--- src/rtl/bsg_manycore_pkg.sv ---
// Shared manycore types; holds the subpod forward-link scheduler state encoding.
package bsg_manycore_pkg;

    typedef enum logic [1:0] {
        RUN     = 2'd0,
        DRAIN   = 2'd1,
        DRAINED = 2'd2
    } bsg_subpod_sched_state_e;

endpackage

--- src/rtl/bsg_subpod_link_credit_counter.sv ---
// Outstanding-packet credit counter for one subpod forward link.
// Counts down on a send, up on a returned credit; starts full at max_out_p.
module bsg_subpod_link_credit_counter #(
    parameter int max_out_p = 8
) (
    input  logic clk_i,
    input  logic reset_n_i,
    input  logic inc_i,
    input  logic dec_i,
    output logic full_o,
    output logic empty_o
);
    localparam int cnt_width_lp = $clog2(max_out_p + 1);
    localparam logic [cnt_width_lp-1:0] max_lp = cnt_width_lp'(max_out_p);
    localparam logic [cnt_width_lp-1:0] one_lp = cnt_width_lp'(1);

    logic [cnt_width_lp-1:0] r_cnt;

    always_ff @(posedge clk_i or negedge reset_n_i) begin
        if (!reset_n_i) begin
            r_cnt <= max_lp;
        end else if (inc_i && !dec_i && !full_o) begin
            r_cnt <= r_cnt + one_lp;
        end else if (dec_i && !inc_i && !empty_o) begin
            r_cnt <= r_cnt - one_lp;
        end
    end

    assign full_o  = (r_cnt == max_lp);
    assign empty_o = (r_cnt == '0);

    // A credit on a full counter means the far side returned more than it was sent.
    a_no_credit_overflow : assert property (
        @(posedge clk_i) disable iff (!reset_n_i) !(inc_i && !dec_i && full_o)
    );

endmodule

--- src/rtl/bsg_subpod_link_fwd_scheduler.sv ---
// Round-robin dispatch of one forward-packet stream over several credit-limited subpod links,
// with a drain handshake used to quiesce the links before reconfiguration.
//
//   state   | meaning
//   RUN     | dispatching packets to eligible links
//   DRAIN   | dispatch blocked, waiting for every link's credits to return
//   DRAINED | all links idle with nothing outstanding; drained_o high
module bsg_subpod_link_fwd_scheduler
    import bsg_manycore_pkg::*;
#(
    parameter int num_links_p  = 2,
    parameter int data_width_p = 32,
    parameter int max_out_p    = 8
) (
    input  logic                                     clk_i,
    input  logic                                     reset_n_i,
    input  logic [data_width_p-1:0]                  data_i,
    input  logic                                     v_i,
    output logic                                     ready_and_o,
    output logic [num_links_p-1:0][data_width_p-1:0] link_data_o,
    output logic [num_links_p-1:0]                   link_v_o,
    input  logic [num_links_p-1:0]                   link_ready_and_i,
    input  logic [num_links_p-1:0]                   link_credit_i,
    input  logic [num_links_p-1:0]                   link_en_i,
    input  logic                                     drain_i,
    output logic                                     drained_o
);
    localparam int rr_width_lp = (num_links_p > 1) ? $clog2(num_links_p) : 1;
    localparam logic [rr_width_lp-1:0] last_lp = rr_width_lp'(num_links_p - 1);

    bsg_subpod_sched_state_e r_state, w_state_next;
    logic [rr_width_lp-1:0]  r_rr, w_sel, w_idx;
    logic [num_links_p-1:0]  w_full, w_empty, w_elig, w_grant;
    int                      w_off;

    for (genvar k = 0; k < num_links_p; k++) begin : g_link
        bsg_subpod_link_credit_counter #(.max_out_p(max_out_p)) u_credit (
            .clk_i     (clk_i),
            .reset_n_i (reset_n_i),
            .inc_i     (link_credit_i[k]),
            .dec_i     (link_v_o[k]),
            .full_o    (w_full[k]),
            .empty_o   (w_empty[k])
        );
    end

    // Reset gating keeps ready/valid low while reset is held even though counters read full.
    always_comb begin
        w_elig = '0;
        for (int k = 0; k < num_links_p; k++) begin
            w_elig[k] = reset_n_i & link_en_i[k] & ~w_empty[k] & link_ready_and_i[k]
                        & (r_state == RUN) & ~drain_i;
        end
    end

    // Scan from the highest offset down so the nearest eligible link after r_rr wins.
    always_comb begin
        w_sel = r_rr;
        w_idx = '0;
        w_off = 0;
        for (int i = num_links_p - 1; i >= 0; i--) begin
            w_off = int'(r_rr) + i;
            if (w_off >= num_links_p) w_off = w_off - num_links_p;
            w_idx = rr_width_lp'(w_off);
            if (w_elig[w_idx]) w_sel = w_idx;
        end
        w_grant = '0;
        if (|w_elig) w_grant[w_sel] = 1'b1;
    end

    assign ready_and_o = |w_elig;
    assign link_v_o    = w_grant & {num_links_p{v_i}};
    assign link_data_o = {num_links_p{data_i}};
    assign drained_o   = (r_state == DRAINED);

    always_ff @(posedge clk_i or negedge reset_n_i) begin
        if (!reset_n_i) begin
            r_rr <= '0;
        end else if (v_i && ready_and_o) begin
            r_rr <= (w_sel == last_lp) ? '0 : w_sel + rr_width_lp'(1);
        end
    end

    always_ff @(posedge clk_i or negedge reset_n_i) begin
        if (!reset_n_i) r_state <= RUN;
        else            r_state <= w_state_next;
    end

    always_comb begin
        w_state_next = r_state;
        case (r_state)
            RUN:     if (drain_i) w_state_next = DRAIN;
            DRAIN: begin
                if (!drain_i)    w_state_next = RUN;
                else if (&w_full) w_state_next = DRAINED;
            end
            DRAINED: if (!drain_i) w_state_next = RUN;
            default: w_state_next = RUN;
        endcase
    end

endmodule

--- config.mk ---
export PLATFORM = sky130hd
export DESIGN_NAME = bsg_subpod_link_fwd_scheduler
export DESIGN_NICKNAME = d
export VERILOG_FILES = /design/src/rtl/bsg_manycore_pkg.sv /design/src/rtl/bsg_subpod_link_credit_counter.sv /design/src/rtl/bsg_subpod_link_fwd_scheduler.sv
export SDC_FILE = /design/constraint.sdc
export NUM_CORES = 1
export LEC_CHECK = 0
export BUFFER_PORTS_ARGS = -buffer_cell sky130_fd_sc_hd__buf_2
export CORE_MARGIN = 5
export CORE_UTILIZATION = 35
export CTS_BUF_LIST = sky130_fd_sc_hd__clkbuf_2 sky130_fd_sc_hd__clkbuf_4 sky130_fd_sc_hd__clkbuf_8
export CTS_CLUSTER_DIAMETER = 50
export DETAILED_ROUTE_END_ITERATION = 8
export PLACE_DENSITY = 0.72
export SLEW_MARGIN = 20
export SYNTH_ARGS = -nofsm -noshare
export SYNTH_HDL_FRONTEND = slang
export SYNTH_SLANG_ARGS = --single-unit
export TNS_END_PERCENT = 1
--- constraint.sdc ---
create_clock -name clk_i -period 3.74 [get_ports clk_i]
set_clock_uncertainty 0.2 [all_clocks]
set_input_delay 0.748 -clock clk_i [delete_from_list [all_inputs] [get_ports clk_i]]
set_output_delay 0.748 -clock clk_i [all_outputs]
set_load 0.02 [all_outputs]
==> flow_summary.ini <==
[floorplanning]
die_area_um2 = 5360
std_cell_rows = 23
dieWidth_um = 73.2
placeable_core_region_um2 = 3940
die_height_um = 73.2
initial_core_util_pct = 35.5
ios = 110

[synthesis]
synth_seq_area_share_pct = 19.8
post-synth-top-area-cell = buf_4
yosys.area_share.xor_xnor_pct = 2.50
synth_cell_types = 43
post_synth_main_area_contributors = buf_4 (35%), dfrtp_1 (16%), mux2i_1 (4.3%)
post_synth_inst_count = 150
synth.yosys.warnings = 0
synth_adder_area_share_pct = 6.43
yosysTopAreaCellShare_pct = 35.4
most_frequent_cell_after_synthesis = buf_4
ys_ff_latch = 11
synth_fp_nets = 198
synth_flop_cell = dfrtp_1
synth_compound_gate_area_share_pct = 9.29
post_synth_and_or_nand_nor_area_fraction_pct = 15.4
synthesis.area_per_instance_um2 = 9.33
synth_edf_count = 0
dominant_combinational_cell_family_by_area_after_synthesis = buffers and inverters
mappedNetlistArea_um2 = 1400
netlist_top_cells_count = buf_4 (66), dfrtp_1 (9), nand2_1 (7)
post_synth_mux_area_share_pct = 9.38
async_sr_flop_fraction_pct = 100

[grt]
grt_pass1_wl_um = 3570
first_global_vias = 767
grt_usage_pct = 8.77
globalRouteOverflowTotal = 0
pin_count_of_the_biggest_net_entering_global_routing = 12
number_of_antenna_violations_at_the_first_check_in_global_routing = 0

[clock_network]
post_cts.repair.setup_buffers = 0
tritoncts = built
cts_hold_buffers = 0
cts_max_level = 1
clkSlewWorstSetupHoldPaths_ns = 0.05
postCtsResizedCells = 0
clk_latency_ns = 0.24
clock-root-buffer = clkbuf_8
max-clock-path-buffers = 2
clkSinkCount = 11
cts_inserted_buffers = 3

[route]
drt-initial-drc-count = 15
post_drt_wl_per_cell_um = 14.3
drtAntennaViolNets = 0
detail_route.drc_violations = 0
drt-pass1-iter-count = 4
viasPerCell = 4.76
detail_route.wirelength_um = 2160
route.vias.total = 719

[timing]
totalNegativeSetupSlack_ns = 0
slew_at_the_pin_closest_to_its_max_slew_limit_ns = 0.398
max_clock_freq_ghz = 0.312
slew_viol_final = 0
relSlewSlack_pct = 73.3
hold_viol = 0
grt_setup_unrepaired = no
final_period_minus_worst_setup_slack_ns = 3.20
setup_viol = 0
fin_ws_ns = 0.536
post_route_fraction_of_the_period_consumed_by_the_critical_path_pct = 85.7

[setup_path]
crit_chain = or3_4 > o2111ai_2 > a21oi_4 > or2_2 > ha_1 > a21o_1 > a21o_1 > or2_2 > mux4_2
worst_ep_required_time_ns = 3.70
path_max_fanout = 5
worstPathArrival_ns = 3.16
reg2reg_setup_slack_ns = 0.54
setup.worst_path.end = g_link[0].u_credit.r_cnt[3]
critPathKind = flop to flop
crit_path_start_kind = flop
critical-path-slowest-cell = mux4_2
timing.rr.start = g_link[0].u_credit.r_cnt[0]
critical_path_origin = g_link[0].u_credit.r_cnt[0]
timing.rr.end = g_link[0].u_credit.r_cnt[3]
critPathCaptureType = flop
reg2regPathDepth = 9
timing.critical_path.slowest_cell_delay_ns = 0.47

[cells_and_area]
final_cell_count_no_fill = 151
antenna_cells = 0
final_net_count = 150
area_growth_syn_to_layout_pct = -22.3
post_route_cells_drive_above_1_share_pct = 32.7
fill_cells = 409

[power_and_ir_drop]
vdd_drop_max_uv = 184
post_layout_power_uw = 692
p_leak_nw = 0.491
p_per_area_nw_per_um2 = 637

[place]
number_of_port_buffers = 13
number_of_placed_cells_counting_well_taps = 147
place_congestion = 0.808
place_ws_ns = 0.411
post-dp-hpwl_um = 1730

[status]
run_status = finished, final reports clean

[hold_path]
hold_path_class = primary input to asynchronous set/reset pin

[run]
timing.max_cap.violations = 0
==> worst max-delay path, delay by kind of cell (launching register included) <==
family / cells / cell delay (ns)
muxes: 1 / 0.47
DFF: 1 / 0.45
adders and majority gates: 1 / 0.28
and+or+nand+nor: 3 / 1.06
AOI/OAI and AO/OA: 4 / 0.68
==> final cells by class <==
cell class / count / area [um2] / area share [%]
Multi-Input combinational cell: 68 / 602 / 55.4
Sequential cell: 11 / 278 / 25.5
Timing Repair Buffer: 15 / 80.1 / 7.36
Tap cell: 50 / 62.6 / 5.75
Clock buffer: 4 / 48.8 / 4.49
Inverter: 3 / 16.3 / 1.50
==> metal layers <==
layer  routed length (um)  global-route usage (%)  vias to the layer above  share of wire, %
met5                    0                       0                        -                 0
met4                  106                    7.79                        0               4.9
met3                  197                    1.79                       17               9.1
met2                  892                    12.4                       31                41
met1                  961                    11.1                      326                45
li1                     -                       -                      345                 -
==> per-stage QoR <==
stage / utilization, % / hold slack, ns / instance area (um2)
2_1_floorplan: - / 0.252 / 1400
3_3_place_gp: 26.3 / 0.373 / 1040
3_5_place_dp: 26.3 / 0.357 / 1040
4_1_cts: 27.6 / 0.262 / 1090
5_1_grt: 27.6 / 0.272 / 1090
6_report: 27.6 / 0.257 / 1090
==> registers in the layout (all words and copies together) (netlist names) <==
signal / count
g_link.u_credit.r_cnt: 8
r_rr: 1
r_state: 2
==> logic make-up (layout without fill, tap and decap cells) <==
family          after synthesis  in the layout
mux                          10             10
fa+ha+maj                     6              6
compound gates               15             15
flops                        11             11
simple gates                 33             33
buf+inv                      71             22
xor+xnor                      4              4
==> cells in the final DEF (no fill, tap or decap), types with 2 or more instances in the layout <==
cell and count:
buf_2 13, dfrtp_1 9, nand2_1 7, mux2i_1 6
nor3_1 4, nand3_1 4, a21o_1 4, ha_1 4
and2_1 3, clkbuf_8 3, nor2_1 2, or2_2 2
inv_1 2, mux4_2 2, a21oi_1 2, xnor2_1 2
xor2_1 2, fa_1 2, dfstp_2 2, buf_4 2
==> worst min path at each step <==
stage,start,to,slack [ns],cells past startpoint
CTS,reset_n_i,g_link[0].u_credit.r_cnt[0],0.26,2
global route,reset_n_i,g_link[0].u_credit.r_cnt[0],0.27,2
finish,reset_n_i,g_link[0].u_credit.r_cnt[0],0.26,2
floorplan,reset_n_i,g_link[0].u_credit.r_cnt[0],0.25,0
detailed placement,g_link[1].u_credit.r_cnt[2],g_link[1].u_credit.r_cnt[2],0.36,1
global placement,g_link[1].u_credit.r_cnt[2],g_link[1].u_credit.r_cnt[2],0.37,1
==> report_power, final <==
part	internal, mW	switching, mW	leakage, nW
clock	0.0825	0.0501	0.0262
sequential	0.176	0.0816	0.130
combinational	0.166	0.137	0.335
total	0.424	0.268	0.491
(Power assumes the default switching activity.)
